$ cat src/rtl/ws2812_strand_driver.sv
// WS2812 strand driver: walks LED indices, fetches each GRB colour from a pattern block
// and serialises it onto the single-wire data line, closing every frame with a latch gap.
module ws2812_strand_driver #(
    parameter int CLOCK_SPEED = 100_000_000,
    parameter int NUM_LEDS    = 20,
    parameter int COLOR_WIDTH = 8,
    parameter int T0H_NS      = 400,
    parameter int T0L_NS      = 850,
    parameter int T1H_NS      = 800,
    parameter int T1L_NS      = 450,
    parameter int RESET_US    = 80
) (
    input  logic                        clk_in,
    input  logic                        rst_n_in,
    input  logic                        enable_in,
    output logic [$clog2(NUM_LEDS)-1:0] next_led_request,
    output logic                        request_valid,
    input  logic [COLOR_WIDTH-1:0]      green_in,
    input  logic [COLOR_WIDTH-1:0]      red_in,
    input  logic [COLOR_WIDTH-1:0]      blue_in,
    input  logic                        color_ready,
    output logic                        strand_out,
    output logic                        frame_done,
    output logic                        underrun
);

    localparam int CYC_PER_US = CLOCK_SPEED / 1_000_000;
    localparam int T0H_CYC    = CYC_PER_US * T0H_NS / 1000;
    localparam int T0L_CYC    = CYC_PER_US * T0L_NS / 1000;
    localparam int T1H_CYC    = CYC_PER_US * T1H_NS / 1000;
    localparam int T1L_CYC    = CYC_PER_US * T1L_NS / 1000;
    localparam int RESET_CYC  = CYC_PER_US * RESET_US;

    function automatic int max2(input int a, input int b);
        return (a > b) ? a : b;
    endfunction

    localparam int MAX_CYC = max2(max2(RESET_CYC, T0H_CYC), max2(max2(T0L_CYC, T1H_CYC), T1L_CYC));
    localparam int TMR_W   = $clog2(MAX_CYC + 1);
    localparam int BITS    = 3 * COLOR_WIDTH;
    localparam int BIT_W   = $clog2(BITS);
    localparam int IDX_W   = $clog2(NUM_LEDS);

    localparam logic [BIT_W-1:0] LAST_BIT = BIT_W'(BITS - 1);
    localparam logic [IDX_W-1:0] LAST_LED = IDX_W'(NUM_LEDS - 1);

    function automatic logic [TMR_W-1:0] hi_load(input logic bit_val);
        return bit_val ? TMR_W'(T1H_CYC - 1) : TMR_W'(T0H_CYC - 1);
    endfunction

    function automatic logic [TMR_W-1:0] lo_load(input logic bit_val);
        return bit_val ? TMR_W'(T1L_CYC - 1) : TMR_W'(T0L_CYC - 1);
    endfunction

    typedef enum logic [2:0] {
        S_IDLE, S_FETCH0, S_SEND_HI, S_SEND_LO, S_STALL, S_GAP
    } state_t;

    state_t            state_q, state_d;
    logic [TMR_W-1:0]  timer_q, timer_d;
    logic [BITS-1:0]   shift_q, shift_d;
    logic [BIT_W-1:0]  bit_q, bit_d;
    logic [IDX_W-1:0]  led_q, led_d;
    logic [IDX_W-1:0]  idx_q, idx_d;
    logic              req_vld_q, req_vld_d;
    logic              ignore_q, ignore_d;
    logic              pending_q, pending_d;
    logic [BITS-1:0]   buf_q, buf_d;
    logic              buf_vld_q, buf_vld_d;
    logic              underrun_q, underrun_d;
    logic              strand_q, strand_d;
    logic              frame_done_q, frame_done_d;

    logic              latch_now;
    logic              load_led;
    logic [BITS-1:0]   color_in;
    logic [BITS-1:0]   next_color;
    logic [IDX_W-1:0]  led_next;

    always_comb begin
        state_d    = state_q;
        timer_d    = timer_q;
        shift_d    = shift_q;
        bit_d      = bit_q;
        led_d      = led_q;
        idx_d      = idx_q;
        req_vld_d  = req_vld_q;
        ignore_d   = 1'b0;
        pending_d  = pending_q;
        buf_d      = buf_q;
        buf_vld_d  = buf_vld_q;
        underrun_d = underrun_q;
        load_led   = 1'b0;

        // The pattern block answers one cycle late, so the cycle after a request change is skipped.
        latch_now  = pending_q && !ignore_q && color_ready;
        color_in   = {green_in, red_in, blue_in};
        next_color = latch_now ? color_in : buf_q;
        led_next   = led_q + 1'b1;

        if (latch_now) begin
            pending_d = 1'b0;
            buf_d     = color_in;
            buf_vld_d = 1'b1;
        end

        unique case (state_q)
            S_IDLE: begin
                if (enable_in) begin
                    idx_d     = '0;
                    req_vld_d = 1'b1;
                    ignore_d  = 1'b1;
                    pending_d = 1'b1;
                    led_d     = '0;
                    state_d   = S_FETCH0;
                end
            end
            S_FETCH0: begin
                if (latch_now) begin
                    buf_vld_d = 1'b0;
                    shift_d   = color_in;
                    timer_d   = hi_load(color_in[BITS-1]);
                    bit_d     = '0;
                    led_d     = '0;
                    idx_d     = IDX_W'(1);
                    ignore_d  = 1'b1;
                    pending_d = 1'b1;
                    state_d   = S_SEND_HI;
                end
            end
            S_SEND_HI: begin
                if (timer_q == '0) begin
                    timer_d = lo_load(shift_q[BITS-1]);
                    state_d = S_SEND_LO;
                end else begin
                    timer_d = timer_q - 1'b1;
                end
            end
            S_SEND_LO: begin
                if (timer_q != '0) begin
                    timer_d = timer_q - 1'b1;
                end else if (bit_q != LAST_BIT) begin
                    shift_d = shift_q << 1;
                    bit_d   = bit_q + 1'b1;
                    timer_d = hi_load(shift_q[BITS-2]);
                    state_d = S_SEND_HI;
                end else if (led_q == LAST_LED) begin
                    // Moving the index off the last LED tells the pattern block the frame was shown.
                    idx_d     = '0;
                    req_vld_d = 1'b0;
                    pending_d = 1'b0;
                    timer_d   = TMR_W'(RESET_CYC - 1);
                    state_d   = S_GAP;
                end else if (buf_vld_q || latch_now) begin
                    load_led = 1'b1;
                end else begin
                    underrun_d = 1'b1;
                    state_d    = S_STALL;
                end
            end
            S_STALL: begin
                if (latch_now) begin
                    load_led = 1'b1;
                end
            end
            S_GAP: begin
                if (timer_q != '0) begin
                    timer_d = timer_q - 1'b1;
                end else if (enable_in) begin
                    idx_d     = '0;
                    req_vld_d = 1'b1;
                    ignore_d  = 1'b1;
                    pending_d = 1'b1;
                    led_d     = '0;
                    state_d   = S_FETCH0;
                end else begin
                    state_d = S_IDLE;
                end
            end
            default: begin
                state_d = S_IDLE;
            end
        endcase

        // Next LED starts immediately; its successor is requested unless it is the last one.
        if (load_led) begin
            shift_d   = next_color;
            buf_vld_d = 1'b0;
            timer_d   = hi_load(next_color[BITS-1]);
            bit_d     = '0;
            led_d     = led_next;
            state_d   = S_SEND_HI;
            if (led_next != LAST_LED) begin
                idx_d     = led_next + 1'b1;
                ignore_d  = 1'b1;
                pending_d = 1'b1;
            end
        end

        strand_d     = (state_d == S_SEND_HI);
        frame_done_d = (state_d == S_GAP) && (timer_d == '0);
    end

    always_ff @(posedge clk_in or negedge rst_n_in) begin
        if (!rst_n_in) begin
            state_q      <= S_IDLE;
            timer_q      <= '0;
            shift_q      <= '0;
            bit_q        <= '0;
            led_q        <= '0;
            idx_q        <= '0;
            req_vld_q    <= 1'b0;
            ignore_q     <= 1'b0;
            pending_q    <= 1'b0;
            buf_q        <= '0;
            buf_vld_q    <= 1'b0;
            underrun_q   <= 1'b0;
            strand_q     <= 1'b0;
            frame_done_q <= 1'b0;
        end else begin
            state_q      <= state_d;
            timer_q      <= timer_d;
            shift_q      <= shift_d;
            bit_q        <= bit_d;
            led_q        <= led_d;
            idx_q        <= idx_d;
            req_vld_q    <= req_vld_d;
            ignore_q     <= ignore_d;
            pending_q    <= pending_d;
            buf_q        <= buf_d;
            buf_vld_q    <= buf_vld_d;
            underrun_q   <= underrun_d;
            strand_q     <= strand_d;
            frame_done_q <= frame_done_d;
        end
    end

    assign next_led_request = idx_q;
    assign request_valid    = req_vld_q;
    assign strand_out       = strand_q;
    assign frame_done       = frame_done_q;
    assign underrun         = underrun_q;

endmodule

$ cat config.mk
export PLATFORM = sky130hd
export DESIGN_NAME = ws2812_strand_driver
export DESIGN_NICKNAME = d
export VERILOG_FILES = /design/src/rtl/ws2812_strand_driver.sv
export SDC_FILE = /design/constraint.sdc
export NUM_CORES = 1
export LEC_CHECK = 0
export ABC_CLOCK_PERIOD_IN_PS = 3100
export BUFFER_PORTS_ARGS = -buffer_cell sky130_fd_sc_hd__buf_2
export CAP_MARGIN = 40
export CORE_AREA = 4 4 96 98
export DETAILED_ROUTE_END_ITERATION = 8
export DIE_AREA = 0 0 100 102
export GPL_TIMING_DRIVEN = 0
export PLACE_DENSITY = 0.84
export SLEW_MARGIN = 40
export SYNTH_ARGS = -nofsm -noshare
export SYNTH_HDL_FRONTEND = slang
export SYNTH_SLANG_ARGS = --single-unit
$ cat constraint.sdc
create_clock -name clk_in -period 3.1 [get_ports clk_in]
set_input_delay 0.31 -clock clk_in [delete_from_list [all_inputs] [get_ports clk_in]]
set_output_delay 0.31 -clock clk_in [all_outputs]
set_load 0.01 [all_outputs]
==> impl_metrics.tcl <==
set metrics [dict create \
    final.setup.tns_ps 0 \
    layout-drive-gt1-share 0.155 \
    fin_nets 712 \
    synth_mux_area_frac 0.0126 \
    start_util 0.589 \
    yosys.area_share.simple 0.257 \
    grt_pass1_wl_um 23500 \
    synthAdderAreaFrac 0.0151 \
    final_min_period_over_clock_period 0.977 \
    finalHoldViolCount 0 \
    core_area_um2 8470 \
    min_path_cells 3 \
    yosysUniqueCellTypes 66 \
    grt_remaining_overflow 0 \
    hold_slack_ps 158 \
    placed_area_um2 5320 \
    ys_ff_latch 86 \
    cp.depth 9 \
    dieHeight_um 102 \
    syn_area_um2 4980 \
    period_needed_ps 3030 \
    final_core_util 0.679 \
    rsz0062_at_grt "no" \
    setup.worst_path.start "timer_q[7]" \
    r2r_start "timer_q[7]" \
    cts_made_buffers 9 \
    required_ps 3400 \
    finalWirelength_um 14400 \
    grt_use_met2 0.471 \
    route.vias.total 4958 \
    drt-initial-drc-count 481 \
    holdCritPathClass "in2reg" \
    synth-xor-area-share 0.0211 \
    ff2ff_setup_slack_ps 70 \
    first_pass_iters 5 \
    crit_arrival_ps 3330 \
    vias_per_cell 6.27 \
    place.port_buffers 35 \
    grtUsageMet3 0.0396 \
    setup_viol 0 \
    grt_max_degree 45 \
    syn-num-nets 655 \
    drc 0 \
    grt_usage 0.290 \
    status "complete, no violations" \
    reg2regPathDepth 9 \
    synth-compound-area-share 0.216 \
    synth-edff-count 0 \
    synthFlopType "dfrtp_1" \
    cp-start-kind "flip-flop" \
    clk_pin_slew_ps 100 \
    htree_levels 3 \
    syn_inst 621 \
    die_w_um 100 \
    gp_congestion 0.988 \
    fmax_mhz 330 \
    dieArea_um2 10200 \
    path_cells "or4_4 > nor4_4 > inv_2 > buf_4 > o21ai_0 > a22oi_1 > o31a_1 > nor4_2 > and4_1" \
    clock_latency_ps 370 \
    syn2layout_area_growth_pct 15.3 \
    ys_seq_area_frac 0.432 \
    synth_top_family_by_area "simple AND/OR/NAND/NOR gates" \
    clockBufferDepth 2 \
    slowest_delay_ps 590 \
    routedWlPerCell_um 18.1 \
    skew_ps 11.2 \
    critPathSlowestCell "or4_4" \
    avgSynthCellArea_um2 8.02 \
    finalMaxSlewViolations 0 \
    p_leak_nw 2.56 \
    yosysWarnings 0 \
    core.rowCount 34 \
    stdcell_area_um2 5750 \
    met1_usage 0.386 \
    critPathKind "reg2reg" \
    worstMarginPinSlew_ps 745 \
    diodes 0 \
    p_per_area_nw_per_um2 407 \
    cts_root_buf "clkbuf_8" \
    cts_tree "built" \
    nFillCells 690 \
    path_delay_family "simple AND/OR/NAND/NOR gates" \
    hp-start "green_in[2]" \
    ir_drop_uv 324 \
    maxSlewHeadroom 0.497 \
    max-cap-violations 0 \
    cts_sinks 86 \
    antenna_left 0 \
    antenna_found_initial 0 \
    synthArstFlopShare 1.00 \
    dpl.hpwl_um 10100 \
    crit_fanout 4 \
    worst-path-buf-inv 2 \
    grt.busiest_layer "met2" \
    ios 37 \
    crit_path_end_kind "flip-flop" \
    grt_pass1_vias 4888 \
]
==> Yosys cell counts (5+ instances only) <==
master    number  area [µm²]
o21ai_0       46         230
a31oi_1        6        37.5
xnor2_1       10        87.6
inv_1         10        37.5
o31ai_1        6        45.0
nor3_1        11        55.1
nand3_1       13        65.1
a21oi_1       68         340
nand2_1      171         642
nand2b_1       5        31.3
a22oi_1        5        37.5
o21ai_1        5        25.0
clkbuf_1      34         128
dfrtp_1       86        2150
buf_2          9        45.0
ha_1           6        75.1
o22ai_1        6        37.5
nor2_1        29         109
==> worst min-delay path: cells and delay by family <==
| kind | cells | cell delay (ps) |
|---|---|---|
| buffers and inverters | 1 | 90 |
| and+or+nand+nor | 2 | 100 |
==> flip-flops by register name (all words and copies together), names as in the netlist <==
register and cells:
buf_q 24, shift_q 24, timer_q 13, bit_q 5, led_q 5, next_led_request 5
state_q 3, buf_vld_q 1, frame_done 1, ignore_q 1, pending_q 1, request_valid 1
strand_out 1, underrun 1
==> per-layer routing <==
metal	vias up	share of wire	routed length, µm
met3	52	0.082	1180
met4	0	0.036	513
met1	2358	0.41	5940
met2	255	0.47	6720
met5	-	0	0
li1	2293	-	-
==> stage by stage <==
step	setup slack, ps	std cells	power [mW]
after CTS	-16.6	791	2.34
after detailed placement	-341	765	1.50
after global routing	4.45	791	2.43
final	72.5	791	2.34
after floorplan	260	621	1.40
after global placement	-314	764	1.48
==> cells in the final DEF, fill, tap and decap left out, types with 4 or more instances in the layout <==
cell,instances
o21ai_0,43
o21ai_1,7
mux2i_1,4
nor2_1,29
a22oi_1,4
dfrtp_1,84
clkbuf_1,31
buf_2,39
nand2_1,170
clkbuf_8,10
a211oi_1,4
nor3_1,11
nand3_1,13
xnor2_1,10
nand2b_1,5
and3b_1,4
a31oi_1,6
o22ai_1,6
a21oi_1,67
buf_4,12
nand4_1,4
inv_1,8
o31ai_1,6
==> cell families (layout without fill, tap and decap cells) <==
kind of cell	after synthesis	after routing
AOI/OAI and AO/OA	177	177
xor gates and xnor gates	12	12
adders and majority gates	6	6
buffers and inverters	58	120
DFF	86	86
muxes	6	6
and+or+nand+nor	276	276
==> path summary, 6_finish.rpt <==
path                               end
max in group asynchronous   timer_q[0]
hold reg to reg              buf_q[18]
setup / recovery            frame_done
setup reg to reg            frame_done
min in group asynchronous  timer_q[11]
hold / removal               buf_q[18]
==> area by class of cell <==
type,count,area [µm²],area share
Sequential cell,86,2150,0.375
Clock buffer,10,138,0.0239
Buffer,45,200,0.0348
Clock inverter,6,80.1,0.0139
Timing Repair Buffer,48,294,0.0512
Tap cell,108,135,0.0235
Inverter,11,41.3,0.00718
Multi-Input combinational cell,477,2700,0.470
==> power by group <==
part | internal (mW) | total (mW) | switching (mW) | leakage [nW]
registers | 1.22 | 1.25 | 0.0301 | 1.12
clock network | 0.407 | 0.861 | 0.455 | 0.106
logic | 0.0742 | 0.224 | 0.149 | 1.33
total | 1.70 | 2.34 | 0.634 | 2.56
==> timing repair <==
action | CTS | global route
hold endpoints to repair | 43 | 0
buffers inserted | 10 | 1
hold buffers | 1 | 0
pin swaps | 6 | 6
gates resized for setup | 14 | 19
endpoints found under the setup margin | 41 | 38
Note: power is estimated with default switching activity, not from simulation.
